File: src/rtl/eth_phy_mgmt_init.sv
// Brings an external Ethernet PHY out of reset, programs two Clause 22 registers over
// MDIO, then polls BMSR forever and reports link state on link_up / PL_LED1.
module eth_phy_mgmt_init #(
  parameter int unsigned MDC_DIV      = 25,
  parameter int unsigned RST_CYCLES   = 500000,
  parameter int unsigned POST_RST_CYC = 250000,
  parameter int unsigned POLL_CYCLES  = 5000000,
  parameter logic [4:0]  PHY_ADDR     = 5'd1,
  parameter logic [4:0]  CFG0_REG     = 5'd0,
  parameter logic [15:0] CFG0_DATA    = 16'h1140,
  parameter logic [4:0]  CFG1_REG     = 5'd4,
  parameter logic [15:0] CFG1_DATA    = 16'h01E1
) (
  input  logic clk,
  input  logic rst,
  output logic ETH_nRST,
  output logic ETH_MDIO_mdc,
  output logic ETH_MDIO_mdio_o,
  output logic ETH_MDIO_mdio_t,
  input  logic ETH_MDIO_mdio_i,
  output logic init_done,
  output logic link_up,
  output logic mdio_noack,
  output logic PL_LED1
);

  typedef enum logic [2:0] {
    RST_HOLD,
    RST_WAIT,
    WR0,
    WR1,
    POLL_RD,
    POLL_GAP
  } state_t;

  localparam logic [31:0] RST_LAST  = 32'(RST_CYCLES - 1);
  localparam logic [31:0] POST_LAST = 32'(POST_RST_CYC - 1);
  localparam logic [31:0] POLL_LAST = 32'(POLL_CYCLES - 1);
  localparam logic [15:0] DIV_LAST  = 16'(MDC_DIV - 1);

  state_t      state_reg, state_next;
  logic [31:0] cnt_reg, cnt_next;
  logic [15:0] div_reg, div_next;
  logic [5:0]  bit_reg, bit_next;
  logic        active_reg, active_next;
  logic        mdc_reg, mdc_next;
  logic        mdio_o_reg, mdio_o_next;
  logic        mdio_t_reg, mdio_t_next;
  logic        nrst_reg, nrst_next;
  logic        init_done_reg, init_done_next;
  logic        link_up_reg, link_up_next;
  logic        noack_reg, noack_next;
  logic [15:0] shift_reg, shift_next;
  logic        ta_reg, ta_next;

  logic [63:0] frame_word;
  logic        frame_is_read;

  function automatic logic [63:0] build_frame(input logic [1:0] op, input logic [4:0] regad,
                                              input logic [1:0] ta, input logic [15:0] data);
    return {32'hFFFF_FFFF, 2'b01, op, PHY_ADDR, regad, ta, data};
  endfunction

  always_ff @(posedge clk) begin
    if (rst) begin
      state_reg     <= RST_HOLD;
      cnt_reg       <= '0;
      div_reg       <= '0;
      bit_reg       <= '0;
      active_reg    <= 1'b0;
      mdc_reg       <= 1'b0;
      mdio_o_reg    <= 1'b1;
      mdio_t_reg    <= 1'b1;
      nrst_reg      <= 1'b0;
      init_done_reg <= 1'b0;
      link_up_reg   <= 1'b0;
      noack_reg     <= 1'b0;
      shift_reg     <= '0;
      ta_reg        <= 1'b0;
    end else begin
      state_reg     <= state_next;
      cnt_reg       <= cnt_next;
      div_reg       <= div_next;
      bit_reg       <= bit_next;
      active_reg    <= active_next;
      mdc_reg       <= mdc_next;
      mdio_o_reg    <= mdio_o_next;
      mdio_t_reg    <= mdio_t_next;
      nrst_reg      <= nrst_next;
      init_done_reg <= init_done_next;
      link_up_reg   <= link_up_next;
      noack_reg     <= noack_next;
      shift_reg     <= shift_next;
      ta_reg        <= ta_next;
    end
  end

  // Frame contents for the current state; reads leave TA/DATA as ones (line released).
  always_comb begin
    frame_word    = build_frame(2'b10, 5'd1, 2'b11, 16'hFFFF);
    frame_is_read = 1'b1;
    case (state_reg)
      WR0: begin
        frame_word    = build_frame(2'b01, CFG0_REG, 2'b10, CFG0_DATA);
        frame_is_read = 1'b0;
      end
      WR1: begin
        frame_word    = build_frame(2'b01, CFG1_REG, 2'b10, CFG1_DATA);
        frame_is_read = 1'b0;
      end
      default: ;
    endcase
  end

  always_comb begin
    state_next     = state_reg;
    cnt_next       = cnt_reg;
    div_next       = div_reg;
    bit_next       = bit_reg;
    active_next    = active_reg;
    mdc_next       = mdc_reg;
    mdio_o_next    = mdio_o_reg;
    mdio_t_next    = mdio_t_reg;
    nrst_next      = nrst_reg;
    init_done_next = init_done_reg;
    link_up_next   = link_up_reg;
    noack_next     = 1'b0;
    shift_next     = shift_reg;
    ta_next        = ta_reg;

    case (state_reg)
      RST_HOLD: begin
        nrst_next = 1'b0;
        if (cnt_reg == RST_LAST) begin
          state_next = RST_WAIT;
          cnt_next   = '0;
          nrst_next  = 1'b1;
        end else begin
          cnt_next = cnt_reg + 32'd1;
        end
      end
      RST_WAIT: begin
        if (cnt_reg == POST_LAST) begin
          state_next  = WR0;
          cnt_next    = '0;
          active_next = 1'b0;
        end else begin
          cnt_next = cnt_reg + 32'd1;
        end
      end
      POLL_GAP: begin
        if (cnt_reg == POLL_LAST) begin
          state_next  = POLL_RD;
          cnt_next    = '0;
          active_next = 1'b0;
        end else begin
          cnt_next = cnt_reg + 32'd1;
        end
      end
      WR0, WR1, POLL_RD: begin
        if (!active_reg) begin
          // One idle cycle precedes every frame; this edge presents bit 0.
          active_next = 1'b1;
          div_next    = '0;
          bit_next    = '0;
          mdc_next    = 1'b0;
          mdio_o_next = frame_word[63];
          mdio_t_next = 1'b0;
        end else if (div_reg == DIV_LAST) begin
          div_next = '0;
          if (!mdc_reg) begin
            mdc_next = 1'b1;
            if (frame_is_read && bit_reg == 6'd47) ta_next = ETH_MDIO_mdio_i;
            if (frame_is_read && bit_reg >= 6'd48) shift_next = {shift_reg[14:0], ETH_MDIO_mdio_i};
          end else begin
            mdc_next = 1'b0;
            if (bit_reg == 6'd63) begin
              active_next = 1'b0;
              bit_next    = '0;
              mdio_o_next = 1'b1;
              mdio_t_next = 1'b1;
              case (state_reg)
                WR0: state_next = WR1;
                WR1: begin
                  state_next     = POLL_RD;
                  init_done_next = 1'b1;
                end
                default: begin
                  state_next = POLL_GAP;
                  cnt_next   = '0;
                  if (ta_reg) begin
                    noack_next   = 1'b1;
                    link_up_next = 1'b0;
                  end else begin
                    link_up_next = shift_reg[2];
                  end
                end
              endcase
            end else begin
              bit_next    = bit_reg + 6'd1;
              mdio_o_next = frame_word[6'd62 - bit_reg];
              mdio_t_next = frame_is_read && (bit_reg >= 6'd45);
            end
          end
        end else begin
          div_next = div_reg + 16'd1;
        end
      end
      default: begin
        state_next = RST_HOLD;
        cnt_next   = '0;
      end
    endcase
  end

  assign ETH_nRST        = nrst_reg;
  assign ETH_MDIO_mdc    = mdc_reg;
  assign ETH_MDIO_mdio_o = mdio_o_reg;
  assign ETH_MDIO_mdio_t = mdio_t_reg;
  assign init_done       = init_done_reg;
  assign link_up         = link_up_reg;
  assign mdio_noack      = noack_reg;
  assign PL_LED1         = link_up_reg;

endmodule

File: config.mk
export PLATFORM = sky130hd
export DESIGN_NAME = eth_phy_mgmt_init
export DESIGN_NICKNAME = d
export VERILOG_FILES = /design/src/rtl/eth_phy_mgmt_init.sv
export SDC_FILE = /design/constraint.sdc
export NUM_CORES = 1
export LEC_CHECK = 0
export ABC_CLOCK_PERIOD_IN_PS = 4200
export CAP_MARGIN = 10
export CORE_ASPECT_RATIO = 1.1
export CORE_UTILIZATION = 64
export CTS_CLUSTER_DIAMETER = 80
export CTS_CLUSTER_SIZE = 8
export DETAILED_ROUTE_END_ITERATION = 8
export GPL_ROUTABILITY_DRIVEN = 0
export MAX_ROUTING_LAYER = met4
export PLACE_DENSITY = 0.92
export RECOVER_POWER = 50
export SYNTH_ARGS = -nofsm -noshare
export SYNTH_HDL_FRONTEND = slang
export SYNTH_SLANG_ARGS = --single-unit
File: constraint.sdc
create_clock -name clk -period 4.2 [get_ports clk]
set_input_delay 1.26 -clock clk [delete_from_list [all_inputs] [get_ports clk]]
set_output_delay 1.26 -clock clk [all_outputs]
set_load 0.03 [all_outputs]
# Word level (Yosys, flattened, before mapping)

Index checks and enable logic that the tools add are counted.

Output and inout bits: 8
Flip-flop bits (word level): 69
Logic and storage cells: 114

Multiplexer cells: 49
Add/subtract/negate cells: 4
Eq/ne operators: 21
Reductions and logical operators: 17
Order comparisons: 3
Bitwise logic cells: 6

Operator list:

| kind                                                                  | number |
|---|---|
| 32-bit 2-to-1 mux                                                     | 8 |
| 32-bit case mux with 4 select lines                                   | 1 |
| 30-bit case mux with 2 select lines                                   | 1 |
| 32-bit by 1-bit adder with 32-bit output (second input constant)      | 1 |
| 32-bit by 18-bit == test with 1-bit output (second input constant)    | 1 |
| 32-bit by 19-bit == test with 1-bit output (second input constant)    | 1 |
| 32-bit by 23-bit == test with 1-bit output (second input constant)    | 1 |
| 16-bit 2-to-1 mux                                                     | 2 |
| 6-bit 2-to-1 mux                                                      | 4 |
| 1-bit 2-to-1 mux                                                      | 22 |
| 3-bit 2-to-1 mux                                                      | 7 |
| 16-bit by 1-bit adder with 16-bit output (second input constant)      | 1 |
| 16-bit by 5-bit == test with 1-bit output (second input constant)     | 1 |
| 2-bit inequality test (second input constant)                         | 8 |
| 5-bit AND reduction                                                   | 3 |
| 6-bit == test (second input constant)                                 | 2 |
| 6-bit >= comparator (second input constant)                           | 2 |
| 3-bit case mux with 4 select lines                                    | 1 |
| 6-bit AND reduction                                                   | 2 |
| 8-bit OR reduction                                                    | 1 |
| 6-bit by 7-bit < comparator with 1-bit output (second input constant) | 1 |
| 7-bit AND reduction                                                   | 1 |
| 6-bit by 1-bit adder with 6-bit output (second input constant)        | 1 |
| 1-bit binary-select mux with 6-bit select                             | 1 |
| 15 further kinds                                                      | 26 |

# Longest topological paths before layout

Gate-level depths: netlist of run 1.

Depth in word-level cells: 8
Depth in mapped cells: 10
Depth with buffers taken out: 8

# Worst setup path after synthesis of run 1

No wires, ideal clock.

Path kind: reg-to-reg
From: register cnt_reg[9]
To: register cnt_reg[23]
Slack: 1.630 ns
Buffers on the path: 1
Setup time: 0.115 ns
Period minus slack after synthesis: 2.570 ns
Arrival time: 2.455 ns
Stages on the path, launching flop included: 8
Cell sequence: dfxtp_1 -> or4_1 -> or4_4 -> o41ai_2 -> a31oi_2 -> o21ai_4 -> buf_6 -> nor2_1

Word-level cells in the longest chain between the ends: 3

Ends and longest elaborated chain:

| element                                                                | line          | RTL |
|---|---|---|
| start, declared                                                        | 42            | `logic [31:0] cnt_reg, cnt_next;` |
| start signal, assigned                                                 | 82            | `cnt_reg <= cnt_next;` |
| 32-bit by 1-bit adder with 32-bit output, or another cell as far along | 139, 148, 157 |  |
| 32-bit 2-to-1 mux (on tied branches)                                   | 152, 134, 143 |  |
| 32-bit case mux with 4 select lines *                                  | 131           | `case (state_reg)` |

Every way passes the cells marked *; elsewhere a longest branch is shown, timed or not.
A chain may end at the register's enable or synchronous reset.

==> impl_metrics.toml, run 1 <==
[logic_synthesis]
synthArstFlopShare = 0
syn_area_per_cell_um2 = 8.09
ys.warnings.count = 0
synth_seq_cells = 69
synthDistinctLibCells = 56
syn-num-nets = 469
netlist_instances = 459
seq_area_frac_synth = 0.372
ys.flop_type = "dfxtp_1"
syn_area_um2 = 3710
synth-edff-count = 0

[floorplanning]
core-area_um2 = 5500
die_y_um = 81.9
ioPinCount = 11
initial_core_util = 0.675
floorplan.die.width_um = 74.6
dieArea_um2 = 6110
rows = 28

[clock_tree]
cts_inserted_buffers = 9
htreeDepth = 3
clk_latency_ps = 360
clockBufferDepth = 2
cts_tree = "yes"
root_buffer = "clkbuf_8"
hold_buffers = 0
cts.sinks = 69
clk_pin_slew_ps = 80
cts_resized = 0
postCtsSetupBuffers = 0

[detailed_routing]
wl_met2_um = 3860
viasPerCell = 6.21
ant_nets = 0
wl_met3_um = 391
maxUsedRoutingLayer = "met4"
drt-initial-drc-count = 247
wl_um = 8050
routed-via-count = 3342
routedWlPerCell_um = 15.0
drc = 0
wl_met1_um = 3630
first_pass_iters = 5

[timing]
post-route-min-period_ps = 3210
rsz0062_at_grt = "no"
setup_tns_ps = 0
finalClockSkew_ps = 13.3
slew_violations = 0
setup_violations = 0
relSlewSlack = 0.321
timing.fmax_mhz = 311
whs_ps = 447
finalCritPeriodShare = 0.765
final_hold_viol_count = 0
tightest_slew_ps = 1020

[worst_hold_path]
min_from = "init_done"
min_path_cells = 2
hold_path_end = "init_done"
min_path_type = "flip-flop to flip-flop"

[final_layout]
nNetsFinal = 468
instances_no_fill = 538
final_common_cell = "dfxtp_1"
antenna_cells = 0
areaGrowthSynthToFinish_pct = 7.98
mostFrequentLayoutCells = "69 x dfxtp_1, 53 x nor2_1, 43 x nand2_1"
drive_gt1_frac = 0.0562
largest_reg_flops = 32
fin_util = 0.729

[place]
hpwl_um = 5370
dp_cells = 522
numPortBuffers = 10

[power_and_ir_drop]
peakVddDrop_uv = 233
total_power_mw = 1.28
power_leakage_nw = 1.34
cellPowerDensity_nw_per_um2 = 319

[global_routing]
gr-total-overflow = 0
grt_usage = 0.287
grt_pass1_vias = 2953
grt_max_degree = 29
grt_pass1_wl_um = 13100
grt_antenna_before_repair = 0

[critical_path]
reg2reg_depth = 7
startpoint_type = "input pin"
r2r_start = "bit_reg[0]"
cp_data_arrival_time_ps = 3470
crit_type = "input pin to flip-flop"
r2r_end = "cnt_reg[6]"
reg2reg_slack_ps = 1150
crit_start = "rst"
cp_max_fo = 22
worst_setup_path_end_kind = "flip-flop"
crit_required_ps = 4450

[status]
outcome = "completed"

[flow_run]
cap_viol_max_count = 0
==> worst max-delay path by stage <==
stage / to / slack (ps)
2_1_floorplan: cnt_reg[23] / 1630
3_3_place_gp: cnt_reg[4] / 1290
3_5_place_dp: cnt_reg[11] / 1190
4_1_cts: cnt_reg[11] / 1180
5_1_grt: bit_reg[3] / 890
6_report: bit_reg[3] / 990
==> where the power goes <==
| part | switching [mW] | internal, mW |
|---|---|---|
| clock network | 0.287 | 0.283 |
| registers | 0.00830 | 0.659 |
| logic | 0.0278 | 0.0139 |
| total | 0.323 | 0.956 |
==> worst max-delay path, stage by stage <==
cell and delay [ps]:
dlygate4sd3_1 520, clkbuf_1 750, inv_1 310, o2111ai_1 270, nor2_1 90, a211o_1 260
==> cells in the mapped netlist, drive strengths merged (5+ instances only) <==
library cell	n	area share
dfxtp	69	0.37
nor3	10	0.013
ha	7	0.024
buf	5	0.012
mux2i	5	0.013
nand2	43	0.043
nand4	11	0.019
and3	12	0.020
nor4	18	0.030
a21oi	24	0.032
nor2b	5	0.0084
or3	9	0.015
inv	17	0.017
xnor2	27	0.064
o21ai	17	0.026
clkbuf	19	0.019
nand2b	5	0.0084
xor2	14	0.033
nor3b	6	0.012
nor2	53	0.054
nand3	24	0.032
==> area by class of cell <==
cell class,count,area (µm²)
Inverter,17,63.8
Multi-Input combinational cell,349,2150
Sequential cell,69,1380
Clock inverter,7,83.8
Fill cell,413,1490
Clock buffer,9,124
Timing Repair Buffer,12,111
Tap cell,75,93.8
==> cell families (layout without fill, tap and decap cells) <==
logic type / count (synthesis) / in the layout / share of synthesized area
XOR/XNOR: 41 / 41 / 0.0967
buffers and inverters: 41 / 45 / 0.0485
flip-flops: 69 / 69 / 0.372
multiplexers: 5 / 5 / 0.0135
AND/OR/NAND/NOR: 221 / 221 / 0.311
AO/OA/AOI/OAI: 74 / 74 / 0.132
adder cells (fa/ha/maj): 8 / 8 / 0.0263
==> per-layer routing <==
layer	track usage	up-vias
met5	-	-
met4	0.140	0
met3	0.0577	18
met2	0.468	104
met1	0.337	1576
li1	-	1644
==> through the flow <==
step                      worst slack, ps  area [µm²]
after CTS                            1180        4020
after global routing                  890        4010
after floorplan                      1630        3710
final                                 989        4010
after detailed placement             1190        3810
after global placement               1290        3810
Power figures use the tool's default switching activity.
==> inputs of run 2 (changes only) <==
- ABC_CLOCK_PERIOD_IN_PS: 4200 -> 3200
- CORE_UTILIZATION: 64 -> 61
- PLACE_DENSITY: 0.92 -> 0.89
- clock period: 4.2 -> 3.2 ns (I/O delays scaled with it)
==> run 2 against run 1 <==
  * Wire length grew 3.2%
  * Sequential power grew 31%
  * Register-to-register slack lost 800 ps
  * Cell count grew 1.9%
  * Critical path type is now flip-flop to flip-flop
  * Largest cell class unchanged
  * Largest power group unchanged
  * Highest routed layer unchanged
==> impl_metrics.toml, run 2 (same netlist as run 1, synthesis figures left out) <==
[detailed_routing]
first_pass_iters = 6
viasPerCell = 6.20
drc = 0
routedWlPerCell_um = 15.2
ant_nets = 0
routed-via-count = 3395
wl_um = 8310
drt-initial-drc-count = 245

[critical_path]
path_buf_inv = 1
crit_type = "flip-flop to flip-flop"
cp_top_family = "simple AND/OR/NAND/NOR gates"
crit_top_cell = "or4_1"
crit_required_ps = 3440
worst_setup_path_end_kind = "flip-flop"
reg2reg_slack_ps = 350
startpoint_type = "flip-flop"
cp_data_arrival_time_ps = 3090
cp_slowest_cell = "or4_1"
cp_max_fo = 28
critPathMaxStageDelay_ps = 600
path_cells = "or4_1, or4_1, o41ai_2, a31oi_2, o21ai_4, buf_4, nor2_1"

[power_and_ir_drop]
sequentialPowerShare = 0.504
total_power_mw = 1.74
p_switching_mw = 0.409
p_sw_frac = 0.236
internal_power_mw = 1.33
cellPowerDensity_nw_per_um2 = 425
power_leakage_nw = 1.40
clkPwrFrac = 0.462
combPwrFrac = 0.033
peakVddDrop_uv = 326

[floorplanning]
die_y_um = 83.8
floorplan.die.width_um = 76.4
core-area_um2 = 5810
ioPinCount = 11
rows = 29
initial_core_util = 0.640
dieArea_um2 = 6410

[clock_tree]
hold_buffers = 0
cts_tree = "yes"
cts_resized = 0
clockBufferDepth = 2
htreeDepth = 3
clk_pin_slew_ps = 80
cts_inserted_buffers = 9
cts.sinks = 69
clk_latency_ps = 360
root_buffer = "clkbuf_8"
postCtsSetupBuffers = 0

[timing]
finalClockSkew_ps = 12.1
setup_tns_ps = 0
finalCritPeriodShare = 0.891
final_hold_viol_count = 0
setup_violations = 0
tightest_slew_ps = 765
relSlewSlack = 0.488
post-route-min-period_ps = 2850
timing.fmax_mhz = 351
setup_slack_ps = 348
rsz0062_at_grt = "no"
slew_violations = 0

[final_layout]
mostFrequentLayoutCells = "69 x dfxtp_1, 53 x nor2_1, 43 x nand2_1"
multi_input_area_um2 = 2150
largest_reg_flops = 32
final-seq-area_um2 = 1380
areaGrowthSynthToFinish_pct = 10.0
antenna_cells = 0
final_common_cell = "dfxtp_1"
nNetsFinal = 476
drive_gt1_frac = 0.0743
nFillCells = 467
final_area_um2 = 4090

[global_routing]
use_met2 = 0.461
grt_pass1_wl_um = 14300
grt_pass1_vias = 3205
gr-total-overflow = 0
grtUsageMet3 = 0.0699
grt_max_degree = 29
grt_antenna_before_repair = 0
use_met1 = 0.342
grt_usage = 0.287
grt-busiest-layer = "met2"

[place]
place_ws_ps = 412
numPortBuffers = 10
place_area_um2 = 3870
hpwl_um = 5660

[worst_hold_path]
min_path_type = "flip-flop to flip-flop"

[status]
outcome = "completed"

[flow_run]
cap_viol_max_count = 0
run 2: cell type report:
class,instances,share of cell area
clock buffers,9,0.0303
clock inverters,7,0.0239
inverters,17,0.0156
multi-input cells,349,0.526
flip-flops and latches,69,0.338
well taps,77,0.0236
repair buffers,20,0.0429
run 2: worst register-to-register path, stage by stage (launching register included):
cell	delay, ps
dfxtp_1	380
or4_1	520
or4_1	600
o41ai_2	380
a31oi_2	260
o21ai_4	180
buf_4	310
nor2_1	100
run 2: path summary, 6_finish.rpt:
path / start / to / depth (start not counted)
worst min register to register: ETH_nRST / ETH_nRST / 2
worst min-delay path: ETH_nRST / ETH_nRST / 2
worst max register to register: cnt_reg[9] / cnt_reg[25] / 7
worst max-delay path: cnt_reg[9] / cnt_reg[25] / 7
run 2: per-stage QoR:
step,instances,hold slack (ps),utilization
floorplan,459,458,-
global placement,532,470,0.667
detailed placement,532,465,0.667
CTS,548,482,0.705
global route,548,508,0.704
finish,548,477,0.704
run 2: power by group through the flow:
stage	logic, mW	registers, mW	clock network [mW]
6_report	0.0579	0.875	0.802
5_1_grt	0.0646	0.876	0.846
4_1_cts	0.0581	0.875	0.811
3_5_place_dp	0.0576	0.895	0
3_3_place_gp	0.0547	0.894	0
2_1_floorplan	0.0518	0.890	0
run 2: routing by layer:
layer	vias up	wire [µm]
li1	1655	-
met4	0	132
met2	140	4070
met5	-	0
met1	1583	3540
met3	17	563
